--- src/rtl/mux_stream_arb.sv ---
// N-channel valid/ready stream multiplexer with a single registered output stage.
// Channel choice comes from an explicit select (mode=0) or round-robin arbitration (mode=1).
module mux_stream_arb #(
  parameter  int WIDTH = 2,
  parameter  int NCH   = 4,
  localparam int SELW  = $clog2(NCH)
) (
  input  logic                 clk,
  input  logic                 rst_n,
  input  logic [NCH*WIDTH-1:0] in_data,
  input  logic [NCH-1:0]       in_valid,
  output logic [NCH-1:0]       in_ready,
  input  logic                 mode,
  input  logic [SELW-1:0]      sel,
  output logic [WIDTH-1:0]     out_data,
  output logic                 out_valid,
  input  logic                 out_ready,
  output logic [SELW-1:0]      out_ch
);

  logic [WIDTH-1:0] ch_data [NCH];

  genvar gi;
  generate
    for (gi = 0; gi < NCH; gi++) begin : g_unpack
      assign ch_data[gi] = in_data[gi*WIDTH +: WIDTH];
    end
  endgenerate

  logic [WIDTH-1:0] out_data_q, out_data_d;
  logic             out_valid_q, out_valid_d;
  logic [SELW-1:0]  out_ch_q, out_ch_d;
  logic [SELW-1:0]  rr_ptr_q, rr_ptr_d;

  logic             grant_vld;
  logic [SELW-1:0]  grant;
  logic [SELW-1:0]  rr_idx;
  logic             slot_free;
  logic             xfer;

  assign slot_free = !out_valid_q || out_ready;

  // Round-robin scans rr_ptr+1 .. rr_ptr+NCH (wrapping), first valid wins.
  always_comb begin
    grant_vld = 1'b0;
    grant     = '0;
    rr_idx    = '0;
    if (!mode) begin
      if (int'(sel) < NCH) begin
        grant_vld = 1'b1;
        grant     = sel;
      end
    end else begin
      for (int off = 1; off <= NCH; off++) begin
        rr_idx = SELW'((int'(rr_ptr_q) + off) % NCH);
        if (!grant_vld && in_valid[rr_idx]) begin
          grant_vld = 1'b1;
          grant     = rr_idx;
        end
      end
    end
  end

  // Ready is masked while reset is asserted so upstream sees no acceptance.
  always_comb begin
    in_ready = '0;
    if (rst_n && grant_vld) begin
      in_ready[grant] = slot_free;
    end
  end

  assign xfer = grant_vld && in_valid[grant] && slot_free;

  always_comb begin
    out_data_d  = out_data_q;
    out_valid_d = out_valid_q;
    out_ch_d    = out_ch_q;
    rr_ptr_d    = rr_ptr_q;
    if (xfer) begin
      out_data_d  = ch_data[grant];
      out_ch_d    = grant;
      out_valid_d = 1'b1;
      if (mode) begin
        rr_ptr_d = grant;
      end
    end else if (out_ready) begin
      out_valid_d = 1'b0;
    end
  end

  always_ff @(posedge clk or negedge rst_n) begin
    if (!rst_n) begin
      out_data_q  <= '0;
      out_valid_q <= 1'b0;
      out_ch_q    <= '0;
      rr_ptr_q    <= SELW'(NCH - 1);
    end else begin
      out_data_q  <= out_data_d;
      out_valid_q <= out_valid_d;
      out_ch_q    <= out_ch_d;
      rr_ptr_q    <= rr_ptr_d;
    end
  end

  assign out_data  = out_data_q;
  assign out_valid = out_valid_q;
  assign out_ch    = out_ch_q;

endmodule

--- config.mk ---
export PLATFORM = sky130hd
export DESIGN_NAME = mux_stream_arb
export DESIGN_NICKNAME = d
export VERILOG_FILES = /design/src/rtl/mux_stream_arb.sv
export SDC_FILE = /design/constraint.sdc
export NUM_CORES = 1
export LEC_CHECK = 0
export CAP_MARGIN = 30
export CORE_MARGIN = 1.5
export CORE_UTILIZATION = 30
export CTS_CLUSTER_SIZE = 16
export DETAILED_ROUTE_END_ITERATION = 7
export PLACE_DENSITY = 0.62
export SETUP_SLACK_MARGIN = 0.02
export SKIP_CTS_REPAIR_TIMING = 1
export SYNTH_ARGS = -nofsm -noshare
export SYNTH_HDL_FRONTEND = slang
export SYNTH_SLANG_ARGS = --single-unit
--- constraint.sdc ---
create_clock -name clk -period 2.9 [get_ports clk]
set_clock_uncertainty 0.05 [all_clocks]
set_input_delay 0.29 -clock clk [delete_from_list [all_inputs] [get_ports clk]]
set_output_delay 0.29 -clock clk [all_outputs]
set_load 0.02 [all_outputs]
==> results of run 1 <==
## final cells by class
cell class	instances	share of cell area (%)
clock buffers	4	2.66
multi-input cells	54	43.8
inverters	3	1.14
repair buffers	32	31.0
flip-flops and latches	7	18.0
well taps	27	3.43
## path summary, 6_finish.rpt
kind | slack (ns) | depth (start not counted) | endpoint
worst min-delay path | 0.30 | 2 | out_ch[1]
max in group asynchronous | 2.30 | 2 | rr_ptr_q[0]
worst min register to register | 0.44 | 1 | out_data[1]
min in group clk | 0.44 | 1 | out_data[1]
worst max-delay path | 0.16 | 7 | in_ready[3]
worst max register to register | 0.61 | 7 | out_data[1]
## per-layer routing
metal / global-route usage [%] / routed length, µm / vias up
met4: 9.52 / 40 / 0
met1: 18.0 / 717 / 288
li1: - / - / 315
met2: 20.9 / 674 / 16
met3: 2.15 / 66 / 4
met5: 0 / 0 / -
## cells in the mapped netlist, types with 2 or more instances
| cell type | number | share of area [%] |
|---|---|---|
| mux2i_1 | 7 | 11 |
| nand2_1 | 6 | 3.5 |
| dfrtp_1 | 5 | 20 |
| nor2_1 | 5 | 2.9 |
| a21oi_1 | 3 | 2.3 |
| inv_1 | 3 | 1.8 |
| mux2_1 | 3 | 5.3 |
| nand2b_1 | 3 | 2.9 |
| nor2b_1 | 3 | 2.9 |
| dfstp_2 | 2 | 8.2 |
| o21ai_0 | 2 | 1.6 |
| o32a_1 | 2 | 3.1 |
| or2b_1 | 2 | 2.3 |
## state kept, by name, indices dropped and copies added (netlist names)
register,count
out_valid,1
rr_ptr_q,2
out_ch,2
out_data,2
## cell families after synthesis
family                 after synthesis  synth area share, %
AND/OR/NAND/NOR                     26                 24.4
AO/OA/AOI/OAI                       17                 25.0
multiplexers                        11                 18.0
flip-flops                           7                 27.7
buffers and inverters                6                 4.88
## power groups by stage
stage,Clock (mW),Sequential (mW),Combinational [mW]
floorplan,0,0.221,0.226
global placement,0,0.196,0.393
detailed placement,0,0.199,0.392
CTS,0.0895,0.197,0.394
global route,0.0962,0.205,0.422
finish,0.0857,0.196,0.390
## worst max-delay path, delay by kind of cell
family / cells / cell delay, ns
AOI/OAI and AO/OA: 2 / 0.30
buffers and inverters: 2 / 1.12
and+or+nand+nor: 3 / 0.69
==> impl_metrics.ini, run 1 <==
[run_status]
status = completed

[synthesis]
seq_area_frac_synth_pct = 27.7
synthesis.area_um2 = 641
synthArstFlopShare_pct = 100
syn_inst = 67
synth_fp_nets = 85
synth_cell_type_count = 34
synth_edf_count = 0
synth_seq_cells = 7
avgSynthCellArea_um2 = 9.56
yosys_warnings = 0
ys.flop_type = dfrtp_1

[placed_design]
gp_congestion = 0.835
numPortBuffers = 26
placed_cell_area_um2 = 960
placed_cells = 123
place_hpwl_mm = 1.23
place_ws_ns = 0.0967

[drt]
first_iter_violations = 6
ant_nets = 0
routed_wl_mm = 1.50
post_drt_wl_per_cell_um = 11.8
vias_per_cell = 4.91
vias = 623
first_pass_iters = 4
drc = 0

[clock_tree]
htree_levels = 1
clk_pin_slew_ns = 0.05
cts.sink_count = 7
cts_buffers = 3
cts_root_buf = clkbuf_4
cts_tree = yes
clock_latency_ns = 0.25
cts_max_path_buffers = 2

[floorplan]
dieHeight_um = 49.2
initial_core_util_pct = 32.3
core_area_mm2 = 0.00198
dieArea_mm2 = 0.00242
rows = 16
ios = 27
die_w_um = 49.2

[critical_path]
worstPathRequired_ns = 2.56
crit_slowest_cell = clkdlybuf4s50_1
slowest_delay_ns = 0.59
criticalPathCategory = primary input to output port
path_common_cell = clkdlybuf4s50_1
crit_arrival_ns = 2.40
critPathLaunchType = primary input
crit_chain = clkdlybuf4s50_1, or3b_4, o221a_4, and2_2, o21ai_1, nor2b_1, clkdlybuf4s50_1
endpoint_kind = output port
cp-startpoint = in_valid[1]
r2r-start = rr_ptr_q[0]
cp_max_fo = 8

[sta]
min_period_over_period_pct = 94.6
slew_viol_final = 0
fin_ws_ns = 0.156
fin_hold_ws_ns = 0.300
rsz0062_at_grt = no
timing.final.hold_violations = 0
setup_tns_ns = 0
worstMarginPinSlew_ns = 0.392
max_freq_ghz = 0.364
setup_viol = 0
fin_crit_ns = 2.74
slew_headroom_pct = 73.8

[layout]
layout.cells.most_common = clkdlybuf4s50_1
fill_cells = 185
nets = 119
multiInputGateArea_um2 = 432
seqCellArea_um2 = 178
drive_gt1_share_pct = 21.0
insertedDiodeCount = 0
final_area_um2 = 986
final_core_utilization_pct = 49.7
layout_common_cells = 26 x clkdlybuf4s50_1, 7 x mux2i_1, 6 x nand2_1, 6 x buf_4
area_delta_synth_final_pct = 53.9
finalNonFillerCells = 127

[power_and_ir_drop]
p_int_mw = 0.417
p_clk_share_pct = 12.8
switching_share_pct = 37.9
power_mw = 0.671
switchingPower_mw = 0.254
power_leakage_nw = 0.405
p_comb_share_pct = 58.0
p_seq_share_pct = 29.2
peakVddDrop_mv = 0.468
powerDensity_mw_per_mm2 = 681

[global_routing]
grt_pass1_vias = 616
grt_max_degree = 10
grt.overflow.total = 0
antenna_found_initial = 0
grt.total_usage_pct = 13.9
grt_pass1_wl_mm = 2.62

[hold_path]
hp-class = primary input to asynchronous set/reset pin

[job]
maxCapViolations = 0
Power figures use the tool's default switching activity.
==> inputs of run 2 (changes only) <==
--- a/config.mk
+++ b/config.mk
@@ -5,12 +5,13 @@
 export SDC_FILE = /design/constraint.sdc
 export NUM_CORES = 1
 export LEC_CHECK = 0
+export ABC_AREA = 1
 export CAP_MARGIN = 30
 export CORE_MARGIN = 1.5
 export CORE_UTILIZATION = 30
 export CTS_CLUSTER_SIZE = 16
 export DETAILED_ROUTE_END_ITERATION = 7
-export PLACE_DENSITY = 0.62
+export PLACE_DENSITY = 0.59
 export SETUP_SLACK_MARGIN = 0.02
 export SKIP_CTS_REPAIR_TIMING = 1
 export SYNTH_ARGS = -nofsm -noshare
==> impl_metrics.ini, run 2 <==
[layout]
insertedDiodeCount = 0
nets = 181
fill_cells = 252
area_delta_synth_final_pct = 48.7
layout_common_cells = 64 x nand2_1, 22 x clkdlybuf4s50_1, 11 x nand3_1
drive_gt1_share_pct = 19.8
layout.cells.most_common = nand2_1

[synthesis]
synth_common_cells = 64 x nand2_1, 11 x nand3_1, 10 x inv_1, 10 x nand2_2, 5 x dfrtp_1
seq_area_frac_synth_pct = 23.7
synthesis.area_um2 = 749
yosys-top-cells-area = nand2_1 32%, dfrtp_1 17%, nand2_2 8.3%
synth_top_area_share_pct = 32.1
yosysMostFrequentCell = nand2_1
ys.flop_type = dfrtp_1
synth_cell_type_count = 21
synth_seq_cells = 7
synthArstFlopShare_pct = 100
synth_edf_count = 0
avgSynthCellArea_um2 = 5.90
yosys_warnings = 0
synth_fp_nets = 145
synth_largest_area_cell = nand2_1
syn_inst = 127

[drt]
vias_per_cell = 4.56
first_pass_iters = 4
post_drt_wl_per_cell_um = 10.6
vias = 866
routed_wl_mm = 2.02
drc = 0
ant_nets = 0
first_iter_violations = 18

[run_status]
status = completed

[global_routing]
grt_max_degree = 10
grt_pass1_wl_mm = 3.56
antenna_found_initial = 0
grt.overflow.total = 0
grt_pass1_vias = 849
grt.total_usage_pct = 16.9

[placed_design]
gp_congestion = 0.783
place_hpwl_mm = 1.64
numPortBuffers = 26

[power_and_ir_drop]
peakVddDrop_mv = 0.538
power_mw = 1.15
power_leakage_nw = 0.641
powerDensity_mw_per_mm2 = 1030

[hold_path]
hp-class = primary input to asynchronous set/reset pin

[critical_path]
cp_max_fo = 9
crit_arrival_ns = 2.33
criticalPathCategory = register to output port
worstPathRequired_ns = 2.56
endpoint_kind = output port
worstRegToRegCells = 18
rrSetupSlack_ns = 0.57
critPathLaunchType = register
r2r-start = rr_ptr_q[0]
rr_endpoint = out_ch[0]

[clock_tree]
cts_tree = yes
htree_levels = 1
cts_root_buf = clkbuf_4
cts_max_path_buffers = 2
clock_latency_ns = 0.25
cts.sink_count = 7
clk_pin_slew_ns = 0.05
cts_buffers = 3

[sta]
slew_headroom_pct = 72.0
setup_viol = 0
fin_hold_ws_ns = 0.305
worstMarginPinSlew_ns = 0.418
max_freq_ghz = 0.375
fin_crit_ns = 2.67
min_period_over_period_pct = 91.9
timing.final.hold_violations = 0
rsz0062_at_grt = no
slew_viol_final = 0

[floorplan]
dieArea_mm2 = 0.00281
dieHeight_um = 53.0
rows = 17
ios = 27
core_area_mm2 = 0.00228
initial_core_util_pct = 32.9
die_w_um = 53.0

[job]
maxCapViolations = 0
run 2: cell types whose count changed after synthesis, moves of 4 or more:
cell,before,now
nand2_1,6,64
nand3_1,0,11
nand2_2,0,10
inv_1,3,10
mux2i_1,7,0
nor2_1,5,1
run 2: how the worst max path moves through the flow:
stage / start / to / slack (ns) / depth (start not counted)
detailed placement: in_valid[3] / in_ready[2] / 0.06 / 13
CTS: rr_ptr_q[0] / in_ready[2] / -0.16 / 13
finish: rr_ptr_q[0] / in_ready[2] / 0.23 / 13
floorplan: rr_ptr_q[0] / in_ready[2] / 0.55 / 13
global route: rr_ptr_q[0] / in_ready[2] / 0.09 / 13
global placement: in_valid[3] / in_ready[2] / 0.08 / 13
run 2: critical path, cell delays in order (launching register included):
cell	delay [ns]
dfstp_2	0.64
inv_4	0.09
nand2_2	0.07
nand2_1	0.06
nand2_1	0.08
nand2_1	0.09
nor2_4	0.16
nand3_2	0.09
nand2_1	0.09
nand2_2	0.08
nand2_4	0.10
inv_1	0.08
nor3_1	0.18
dlymetal6s2s_1	0.25
run 2: per-stage QoR:
step | std cells | setup TNS (ns) | cell area, µm² | setup WS, ns | util (%)
CTS | 190 | -0.447 | 1100 | -0.162 | 48.5
global route | 190 | 0 | 1110 | 0.0851 | 49.0
global placement | 186 | 0 | 1080 | 0.0832 | 47.4
floorplan | 127 | 0 | 749 | 0.547 | -
detailed placement | 186 | 0 | 1080 | 0.0583 | 47.4
finish | 190 | 0 | 1110 | 0.235 | 49.0
run 2: logic make-up after synthesis:
kind of cell	synth area share [%]
AND/OR/NAND/NOR	61.6
flip-flops	23.7
AO/OA/AOI/OAI	6.34
buffers and inverters	8.35
run 2: power by group:
part / switching (mW) / internal [mW]
registers: 0.0515 / 0.156
clock network: 0.0373 / 0.0526
logic: 0.514 / 0.335
run 2: final cells by class:
cell class / instances / area (µm²) / share of cell area (%)
multi-input cells: 106 / 509 / 45.7
repair buffers: 32 / 315 / 28.3
flip-flops and latches: 7 / 178 / 15.9
inverters: 13 / 51.3 / 4.60
well taps: 28 / 35.0 / 3.14
clock buffers: 4 / 26.3 / 2.36
run 2: per-layer routing:
layer / share of wire, % / vias up / track usage (%)
li1: - / 474 / -
met5: 0 / - / 0
met2: 49 / 25 / 29.4
met3: 6.0 / 0 / 5.65
met4: 0 / 0 / 0
met1: 45 / 367 / 21.5
